$ cat src/rtl/cnt_seq_pkg.sv
// ============================================================================
// Module   : cnt_seq_pkg
// Purpose  : Shared types and constants for the cnt_seq sequencing controller.
// Revision : 1.0 - initial release
// ============================================================================
`default_nettype none

package cnt_seq_pkg;

  typedef enum logic [1:0] {
    ST_IDLE  = 2'd0,
    ST_RUN   = 2'd1,
    ST_PAUSE = 2'd2,
    ST_DONE  = 2'd3
  } state_t;

  localparam int PRESCALE_MIN = 1;
  localparam int PRESCALE_MAX = 255;
  localparam int PRE_W        = 8;

  // Segment order {A,B,C,D,E,F,G}, active high; entry 0 is the rightmost.
  localparam logic [15:0][6:0] SEG_GLYPH = {
    7'h47, 7'h4F, 7'h3D, 7'h4E, 7'h1F, 7'h77, 7'h7B, 7'h7F,
    7'h70, 7'h5F, 7'h5B, 7'h33, 7'h79, 7'h6D, 7'h30, 7'h7E
  };

endpackage

`default_nettype wire

$ cat src/rtl/cnt_seq_if.sv
// ============================================================================
// Module   : cnt_seq_if
// Purpose  : Front-panel control and count/status bundle for cnt_seq.
// Revision : 1.0 - initial release
// ============================================================================
`default_nettype none

interface cnt_seq_if;
  logic       Start;
  logic       Stop;
  logic       Load;
  logic [3:0] Din;
  logic [3:0] Limit;
  logic       Dir;
  logic       Wrap;
  logic [3:0] Q;
  logic       Tc;
  logic       Run;
  logic       Done;

  modport master (
    output Start, Stop, Load, Din, Limit, Dir, Wrap,
    input  Q, Tc, Run, Done
  );

  modport slave (
    input  Start, Stop, Load, Din, Limit, Dir, Wrap,
    output Q, Tc, Run, Done
  );
endinterface

`default_nettype wire

$ cat src/rtl/cnt_seq_seg7_dec.sv
// ============================================================================
// Module   : seg7_dec
// Purpose  : Hex value to active-high seven-segment glyph {A..G}.
// Revision : 1.0 - initial release
// ============================================================================
`default_nettype none

module seg7_dec
  import cnt_seq_pkg::*;
(
  input  logic [3:0] value,
  output logic [6:0] seg
);

  assign seg = SEG_GLYPH[value];

endmodule

`default_nettype wire

$ cat src/rtl/cnt_seq.sv
// ============================================================================
// Module   : cnt_seq
// Purpose  : Run/pause/one-shot sequencer owning the 4-bit count register.
//            Optional segment outputs A..G when CNT_SEQ_SEG_EN is defined.
// Revision : 1.0 - initial release
// ============================================================================
`default_nettype none

module cnt_seq
  import cnt_seq_pkg::*;
#(
  parameter int PRESCALE = 4
) (
  input  logic     Clk,
  input  logic     Clr,
  cnt_seq_if.slave bus
`ifdef CNT_SEQ_SEG_EN
  ,
  output logic     A,
  output logic     B,
  output logic     C,
  output logic     D,
  output logic     E,
  output logic     F,
  output logic     G
`endif
);

  localparam int PRESCALE_C = (PRESCALE < PRESCALE_MIN) ? PRESCALE_MIN :
                              (PRESCALE > PRESCALE_MAX) ? PRESCALE_MAX : PRESCALE;
  localparam logic [PRE_W-1:0] PRE_LAST = PRE_W'(PRESCALE_C - 1);

  state_t           state_q, state_d;
  logic [3:0]       q_q, q_d;
  logic [PRE_W-1:0] pre_q, pre_d;
  logic             tc_q, tc_d;
  logic             tick;
  logic             at_term;

  assign tick    = (state_q == ST_RUN) && (pre_q == PRE_LAST);
  assign at_term = bus.Dir ? (q_q >= bus.Limit) : (q_q == 4'd0);

  // Priority chain: Load, then Stop, then Start, then normal counting.
  always_comb begin
    state_d = state_q;
    q_d     = q_q;
    pre_d   = pre_q;
    tc_d    = 1'b0;
    if (bus.Load) begin
      q_d   = bus.Din;
      pre_d = '0;
    end else if (bus.Stop) begin
      case (state_q)
        ST_RUN:            state_d = ST_PAUSE;
        ST_PAUSE, ST_DONE: state_d = ST_IDLE;
        default:           state_d = state_q;
      endcase
    end else if (bus.Start && (state_q != ST_RUN)) begin
      state_d = ST_RUN;
      case (state_q)
        ST_IDLE: pre_d = '0;
        ST_DONE: begin
          pre_d = '0;
          q_d   = bus.Dir ? 4'd0 : bus.Limit;
        end
        default: pre_d = pre_q;
      endcase
    end else if (tick) begin
      pre_d = '0;
      if (at_term) begin
        tc_d = 1'b1;
        if (bus.Wrap) q_d = bus.Dir ? 4'd0 : bus.Limit;
        else          state_d = ST_DONE;
      end else begin
        q_d = bus.Dir ? (q_q + 4'd1) : (q_q - 4'd1);
      end
    end else if (state_q == ST_RUN) begin
      pre_d = pre_q + PRE_W'(1);
    end
  end

  always_ff @(posedge Clk or posedge Clr) begin
    if (Clr) begin
      state_q <= ST_IDLE;
      q_q     <= 4'd0;
      pre_q   <= '0;
      tc_q    <= 1'b0;
    end else begin
      state_q <= state_d;
      q_q     <= q_d;
      pre_q   <= pre_d;
      tc_q    <= tc_d;
    end
  end

  assign bus.Q    = q_q;
  assign bus.Tc   = tc_q;
  assign bus.Run  = (state_q == ST_RUN);
  assign bus.Done = (state_q == ST_DONE);

`ifdef CNT_SEQ_SEG_EN
  logic [6:0] seg_d, seg_q;

  // Decoding q_d lets the segments update on the same edge as Q.
  seg7_dec u_seg7_dec (
    .value (q_d),
    .seg   (seg_d)
  );

  always_ff @(posedge Clk or posedge Clr) begin
    if (Clr) seg_q <= SEG_GLYPH[0];
    else     seg_q <= seg_d;
  end

  assign {A, B, C, D, E, F, G} = seg_q;
`endif

endmodule

`default_nettype wire

$ cat src/flat_wrapper.sv
// flat-port wrapper written by rule: the top's interface ports become plain ports
module cnt_seq_flat import cnt_seq_pkg::*;
#(
  parameter int PRESCALE = 4
)
  (Clk, Clr, bus_Start, bus_Stop, bus_Load, bus_Din, bus_Limit, bus_Dir, bus_Wrap, bus_Q, bus_Tc, bus_Run, bus_Done);
  cnt_seq_if bus_i ();
  input  logic Clk;
  input  logic Clr;
  input wire logic [$bits(bus_i.Start)-1:0] bus_Start;
  input wire logic [$bits(bus_i.Stop)-1:0] bus_Stop;
  input wire logic [$bits(bus_i.Load)-1:0] bus_Load;
  input wire logic [$bits(bus_i.Din)-1:0] bus_Din;
  input wire logic [$bits(bus_i.Limit)-1:0] bus_Limit;
  input wire logic [$bits(bus_i.Dir)-1:0] bus_Dir;
  input wire logic [$bits(bus_i.Wrap)-1:0] bus_Wrap;
  output wire logic [$bits(bus_i.Q)-1:0] bus_Q;
  output wire logic [$bits(bus_i.Tc)-1:0] bus_Tc;
  output wire logic [$bits(bus_i.Run)-1:0] bus_Run;
  output wire logic [$bits(bus_i.Done)-1:0] bus_Done;
  assign bus_i.Start = bus_Start;
  assign bus_i.Stop = bus_Stop;
  assign bus_i.Load = bus_Load;
  assign bus_i.Din = bus_Din;
  assign bus_i.Limit = bus_Limit;
  assign bus_i.Dir = bus_Dir;
  assign bus_i.Wrap = bus_Wrap;
  assign bus_Q = bus_i.Q;
  assign bus_Tc = bus_i.Tc;
  assign bus_Run = bus_i.Run;
  assign bus_Done = bus_i.Done;
  cnt_seq #(.PRESCALE(PRESCALE)) u_core (.Clk(Clk), .Clr(Clr), .bus(bus_i));
endmodule
$ cat config.mk
export PLATFORM = sky130hd
export DESIGN_NAME = cnt_seq_flat
export DESIGN_NICKNAME = d
export VERILOG_FILES = /design/src/rtl/cnt_seq_pkg.sv /design/src/rtl/cnt_seq_if.sv /design/src/rtl/cnt_seq_seg7_dec.sv /design/src/rtl/cnt_seq.sv /design/src/flat_wrapper.sv
export SDC_FILE = /design/constraint.sdc
export NUM_CORES = 1
export LEC_CHECK = 0
export BUFFER_PORTS_ARGS = -buffer_cell sky130_fd_sc_hd__buf_2
export CELL_PAD_IN_SITES_DETAIL_PLACEMENT = 0
export CELL_PAD_IN_SITES_GLOBAL_PLACEMENT = 1
export CORE_UTILIZATION = 45
export CTS_CLUSTER_SIZE = 28
export DETAILED_ROUTE_END_ITERATION = 12
export GPL_TIMING_DRIVEN = 0
export PLACE_DENSITY = 0.93
export SKIP_LAST_GASP = 1
export SLEW_MARGIN = 20
export SYNTH_ARGS = -nofsm -noshare
export SYNTH_HDL_FRONTEND = slang
export SYNTH_SLANG_ARGS = --single-unit
$ cat constraint.sdc
create_clock -name Clk -period 6.5 [get_ports Clk]
set_input_delay 0.65 -clock Clk [delete_from_list [all_inputs] [get_ports Clk]]
set_output_delay 0.65 -clock Clk [all_outputs]
set_load 0.02 [all_outputs]
==> results_dict.tcl, run 1 <==
set metrics [dict create \
    hold_viol_final 0 \
    p_per_area_mw_per_mm2 202 \
    crit_type "register to register" \
    clock-sinks 15 \
    num_vias 1160 \
    cts_tree "done" \
    tns_ns 0 \
    slew_viol_final 0 \
    vias_per_cell 6.11 \
    pin_count 22 \
    drc_errors 0 \
    grt_max_degree 16 \
    core_mm2 0.00252 \
    clk_latency_ns 0.28 \
    fin_util 0.552 \
    rows 18 \
    finClkSkew_ns 0.00482 \
    ys_types 45 \
    wire_per_inst_um 15.0 \
    rsz0062_at_grt "false" \
    dp_cells 186 \
    netlist_area_mm2 0.00123 \
    start_util 0.489 \
    clkSlewWorstSetupHoldPaths_ns 0.10 \
    slew_headroom 0.536 \
    cts_hold_buf 0 \
    drive_gt1_frac 0.194 \
    worstHoldPathType "primary input to asynchronous set/reset pin" \
    endpoint_kind "register" \
    drt_iter0_markers 30 \
    synth.area.top_cells "dfrtp_1, ha_1, inv_1" \
    antenna_found_initial 0 \
    fill_cells 245 \
    cts_setup_buffers 0 \
    critPathMaxFanout 7 \
    ys.flop_type "dfrtp_1" \
    num-nets-final 187 \
    die_y_um 54.3 \
    ctsResizeCount 0 \
    required_ns 6.66 \
    die_w_um 54.3 \
    gp_congestion 0.813 \
    syn_nets 163 \
    synth_area_per_cell_um2 9.00 \
    grt_pass1_vias 1152 \
    synthTopCellsByCount "dfrtp_1, inv_1, ha_1" \
    diodes 0 \
    wirelength_um 2840 \
    max_cap_violations 0 \
    htreeDepth 1 \
    fin_crit_sh 0.399 \
    dpl-instance-area_mm2 0.00137 \
    min_period_ns 2.59 \
    yosysMostFrequentCell "dfrtp_1" \
    synth_top_area_share 0.305 \
    setup_viol 0 \
    design_area_mm2 0.00139 \
    postSynthCellCount 137 \
    status "completed" \
    clock.fmax_mhz 386 \
    yosys.area.top_type "dfrtp_1" \
    grt_usage 0.215 \
    fp.dieArea_mm2 0.00295 \
    seq_area_frac_synth 0.305 \
    first_pass_iters 4 \
    dp_hpwl_um 2250 \
    overflow 0 \
    worst_pin_slew_ns 0.693 \
    total_power_w 0.000281 \
    synthArstFlopShare 1.00 \
    synth-warning-count 0 \
    synth-edff-count 0 \
    ant_nets 0 \
    clk_path_buf_depth 2 \
    crit_path_start_kind "register" \
    ir_drop_uv 147 \
    grt_pass1_wl_um 4620 \
    cp_data_arrival_time_ns 2.75 \
    port_buffers 19 \
    cts-root-buf "clkbuf_4" \
    ys_ff_latch 15 \
    p_leak_nw 0.671 \
    layout.cells.non_filler 190 \
    cts_buffers 3 \
    syn2layout_area_growth_pct 13.0 \
]
-- final cells by class --
type                       count  area (µm²)  share of cell area
timing repair buffer          19        95.1              0.0683
tap                           30        37.5              0.0270
clock buffer                   3        22.5              0.0162
sequential                    15         375               0.270
buffer                         3        12.5             0.00898
multi-input combinational    106         796               0.571
clock inverter                 1        5.00             0.00359
inverter                      13        48.8              0.0350
-- power breakdown --
part	switching [W]	internal, W	total, W
logic	0.0000665	0.0000449	0.000111
registers	0.0000134	0.000102	0.000116
clock network	0.0000308	0.0000228	0.0000537
-- routing by layer --
layer  vias to the layer above  part of all wire  GRT usage
met4                         0            0.0074     0.0897
met3                         4             0.037     0.0361
met2                        28              0.54      0.404
met5                         -                 0          0
li1                        556                 -          -
met1                       572              0.41      0.234
-- worst max-delay path, cell delays in order (launching register included) --
cell,delay [ns]
dfrtp_1,0.52
inv_1,0.13
ha_1,0.30
nor3b_1,0.28
o211ai_1,0.35
a311oi_4,0.55
a2bb2oi_1,0.23
o311ai_1,0.10
-- kinds of logic after synthesis --
family          Yosys count  share of synthesized area
compound gates           47                      0.301
flops                    15                      0.305
simple gates             46                      0.212
xor+xnor                  1                    0.00711
mux                       1                    0.00812
buf+inv                  16                     0.0497
fa+ha+maj                11                      0.118
-- through the flow --
step | hold WS [ns] | worst slack [ns]
4_1_cts | 0.427 | 3.90
3_5_place_dp | 0.480 | 3.84
2_1_floorplan | 0.446 | 4.18
3_3_place_gp | 0.466 | 3.92
6_report | 0.418 | 3.91
5_1_grt | 0.474 | 3.66
-- flip-flops by register name (all words and copies together), names as in the netlist --
register,count
u_core.state_q,2
u_core.bus.Q,4
u_core.pre_q,8
u_core.bus.Tc,1
-- layout by cell type (no fill, tap or decap), types with 2 or more instances in the layout --
master / count
buf_2: 20
dfrtp_1: 15
inv_1: 13
ha_1: 10
nand2_1: 8
a21oi_1: 8
nor2_1: 8
nor2b_1: 7
nand2b_1: 5
o21ai_1: 5
o21ai_0: 5
nand3_1: 4
and3_1: 4
a22o_1: 4
o31ai_1: 4
o211ai_1: 3
a31oi_1: 3
clkbuf_4: 3
clkbuf_1: 2
o41a_1: 2
-- worst paths after layout --
path,start,endpoint,slack [ns],depth (start not counted)
setup / recovery,u_core.bus.Q[0]$_DFFE_PP0P_,u_core.bus.Q[0]$_DFFE_PP0P_,3.91,7
max in group asynchronous,Clr,u_core.pre_q[2]$_DFFE_PP0P_,5.69,2
hold / removal,Clr,u_core.pre_q[5]$_DFFE_PP0P_,0.42,2
min in group Clk,u_core.pre_q[7]$_DFFE_PP0P_,u_core.pre_q[7]$_DFFE_PP0P_,0.50,1
hold reg to reg,u_core.pre_q[7]$_DFFE_PP0P_,u_core.pre_q[7]$_DFFE_PP0P_,0.50,1
setup reg to reg,u_core.bus.Q[0]$_DFFE_PP0P_,u_core.bus.Q[0]$_DFFE_PP0P_,3.91,7
(Power assumes the default switching activity.)
==> inputs of run 2 (changes only) <==
ABC_AREA = 1   (was default)
CORE_UTILIZATION = 36   (was 45)
PLACE_DENSITY = 0.85   (was 0.93)
clock period = 2.34 ns   (was 6.5 ns; I/O delays follow)
==> results_dict.tcl, run 2 <==
set metrics [dict create \
    num-nets-final 227 \
    slowest_delay_ns 0.49 \
    clkSlewWorstSetupHoldPaths_ns 0.08 \
    endpoint_kind "register" \
    crit_top_cell "nand2_1" \
    crit_path_start_kind "register" \
    hold_viol_final 15 \
    mostFrequentLayoutCell "nand2_1" \
    syn_nets 201 \
    synth-edff-count 0 \
    die_y_um 60.9 \
    slowest_stage "dfrtp_1" \
    rows 21 \
    ir_drop_uv 426 \
    grt_usage 0.159 \
    pin_count 22 \
    ant_nets 0 \
    synth-warning-count 0 \
    first_pass_iters 4 \
    yosysMostFrequentCell "nand2_1" \
    clk_latency_ns 0.28 \
    synthArstFlopShare 1.00 \
    finClkSkew_ns 0.00129 \
    cpLargestDelayFamily "simple AND/OR/NAND/NOR gates" \
    grt_pass1_wl_um 4380 \
    crit_type "register to register" \
    ys_types 26 \
    gp_congestion 0.822 \
    clock-sinks 15 \
    fp.dieArea_mm2 0.00371 \
    final_cell_mix "nand2_1, inv_1, nor2_1, buf_2, nand3_1" \
    wirelength_um 2540 \
    ys.flop_type "dfrtp_1" \
    port_buffers 21 \
    required_ns 2.52 \
    cts_buffers 3 \
    fin_crit_sh 0.783 \
    diodes 0 \
    grt_max_degree 16 \
    htreeDepth 1 \
    violations "hold timing" \
    max_cap_violations 0 \
    vias_per_cell 4.56 \
    syn2layout_area_growth_pct 15.1 \
    clk_path_buf_depth 2 \
    drc_errors 0 \
    place_ws_ns 0.500 \
    p_per_area_mw_per_mm2 880 \
    rsz0062_at_grt "false" \
    core_mm2 0.00334 \
    num_vias 1122 \
    netlist_area_mm2 0.00125 \
    status "finished with violations" \
    fin_util 0.431 \
    synthTopCellsByCount "nand2_1, inv_1, nor2_1" \
    synth_top_area_share 0.300 \
    clock.fmax_mhz 546 \
    dp_hpwl_um 1990 \
    regArea_um2 375 \
    cts_hold_buf 0 \
    fin_ws_ns 0.508 \
    yosys.area.top_type "dfrtp_1" \
    critPathMaxFanout 7 \
    cp_data_arrival_time_ns 2.01 \
    multi_input_area_um2 762 \
    synth.area.top_cells "dfrtp_1, nand2_1, ha_1" \
    crit_buf_inv 2 \
    regMostFlops "u_core.pre_q" \
    cts_setup_buffers 0 \
    ctsResizeCount 0 \
    cts-root-buf "clkbuf_4" \
    seq_area_frac_synth 0.300 \
    cts_tree "done" \
    largest_register_ffs 8 \
    die_w_um 60.9 \
    ys_ff_latch 15 \
    wire_per_inst_um 10.3 \
    min_period_ns 1.83 \
    slew_viol_final 0 \
    start_util 0.375 \
    overflow 0 \
    tns_ns 0 \
    worst_pin_slew_ns 0.567 \
    whs_ns -0.00703 \
    fill_cells 368 \
    antenna_found_initial 0 \
    slew_headroom 0.621 \
    crit_path_cell_trace "inv_1, ha_1, inv_1, nand2_1, nand2_1, nand2_1, nand2_1, nand2_1, nand2_2, o21ai_0, nand2_1, nand2_1, nand2_1" \
    grt_pass1_vias 1042 \
    drive_gt1_frac 0.215 \
    drt_iter0_markers 46 \
    p_leak_nw 0.782 \
    synth_area_per_cell_um2 7.14 \
    postSynthCellCount 175 \
    setup_viol 0 \
    worstHoldPathType "primary input to asynchronous set/reset pin" \
]
## run 2: per-stage QoR
step | hold WS (ns) | total power, W | std cells | area [µm²]
floorplan | 0.135 | 0.000949 | 175 | 1250
detailed placement | 0.316 | 0.00113 | 242 | 1410
finish | -0.00703 | 0.00127 | 246 | 1440
global placement | 0.322 | 0.00112 | 242 | 1410
global route | 0.0476 | 0.00141 | 246 | 1440
CTS | 0.00532 | 0.00128 | 246 | 1440
## run 2: where the power goes
part	total, W	internal [W]	switching, W
logic	0.000698	0.000265	0.000432
clock network	0.000145	0.0000662	0.0000790
registers	0.000423	0.000323	0.0000998
## run 2: final cells by class
cell class	instances	area share
Multi-Input combinational cell	132	0.530
Sequential cell	15	0.261
Timing Repair Buffer	21	0.0730
Inverter	27	0.0704
Tap cell	46	0.0400
Clock buffer	4	0.0183
Buffer	1	0.00783
## run 2: cells by family after synthesis
| logic type | count (synthesis) | share of synthesized area |
|---|---|---|
| fa+ha+maj | 11 | 0.116 |
| compound gates | 12 | 0.0681 |
| xor+xnor | 5 | 0.0350 |
| buf+inv | 28 | 0.0901 |
| flops | 15 | 0.300 |
| simple gates | 104 | 0.390 |
## run 2: metal layers
metal | wire length [µm] | vias to the layer above | GRT usage
met4 | 0 | 0 | 0.00974
li1 | - | 603 | -
met5 | 0 | - | 0
met1 | 1330 | 497 | 0.216
met2 | 1110 | 22 | 0.262
met3 | 101 | 0 | 0.0448
## run 2: final timing paths
check,start,endpoint,slack [ns],depth (start not counted)
max in group asynchronous,Clr,u_core.pre_q[1]$_DFFE_PP0P_,1.98,2
worst max-delay path,u_core.bus.Q[0]$_DFFE_PP0P_,u_core.state_q[0]$_DFFE_PP0P_,0.51,13
worst min register to register,u_core.pre_q[0]$_DFFE_PP0P_,u_core.pre_q[0]$_DFFE_PP0P_,0.52,1
worst min-delay path,Clr,u_core.pre_q[0]$_DFFE_PP0P_,-0.007,2
min in group Clk,bus_Din[3],u_core.bus.Q[3]$_DFFE_PP0P_,0.28,5
worst max register to register,u_core.bus.Q[0]$_DFFE_PP0P_,u_core.state_q[0]$_DFFE_PP0P_,0.51,13
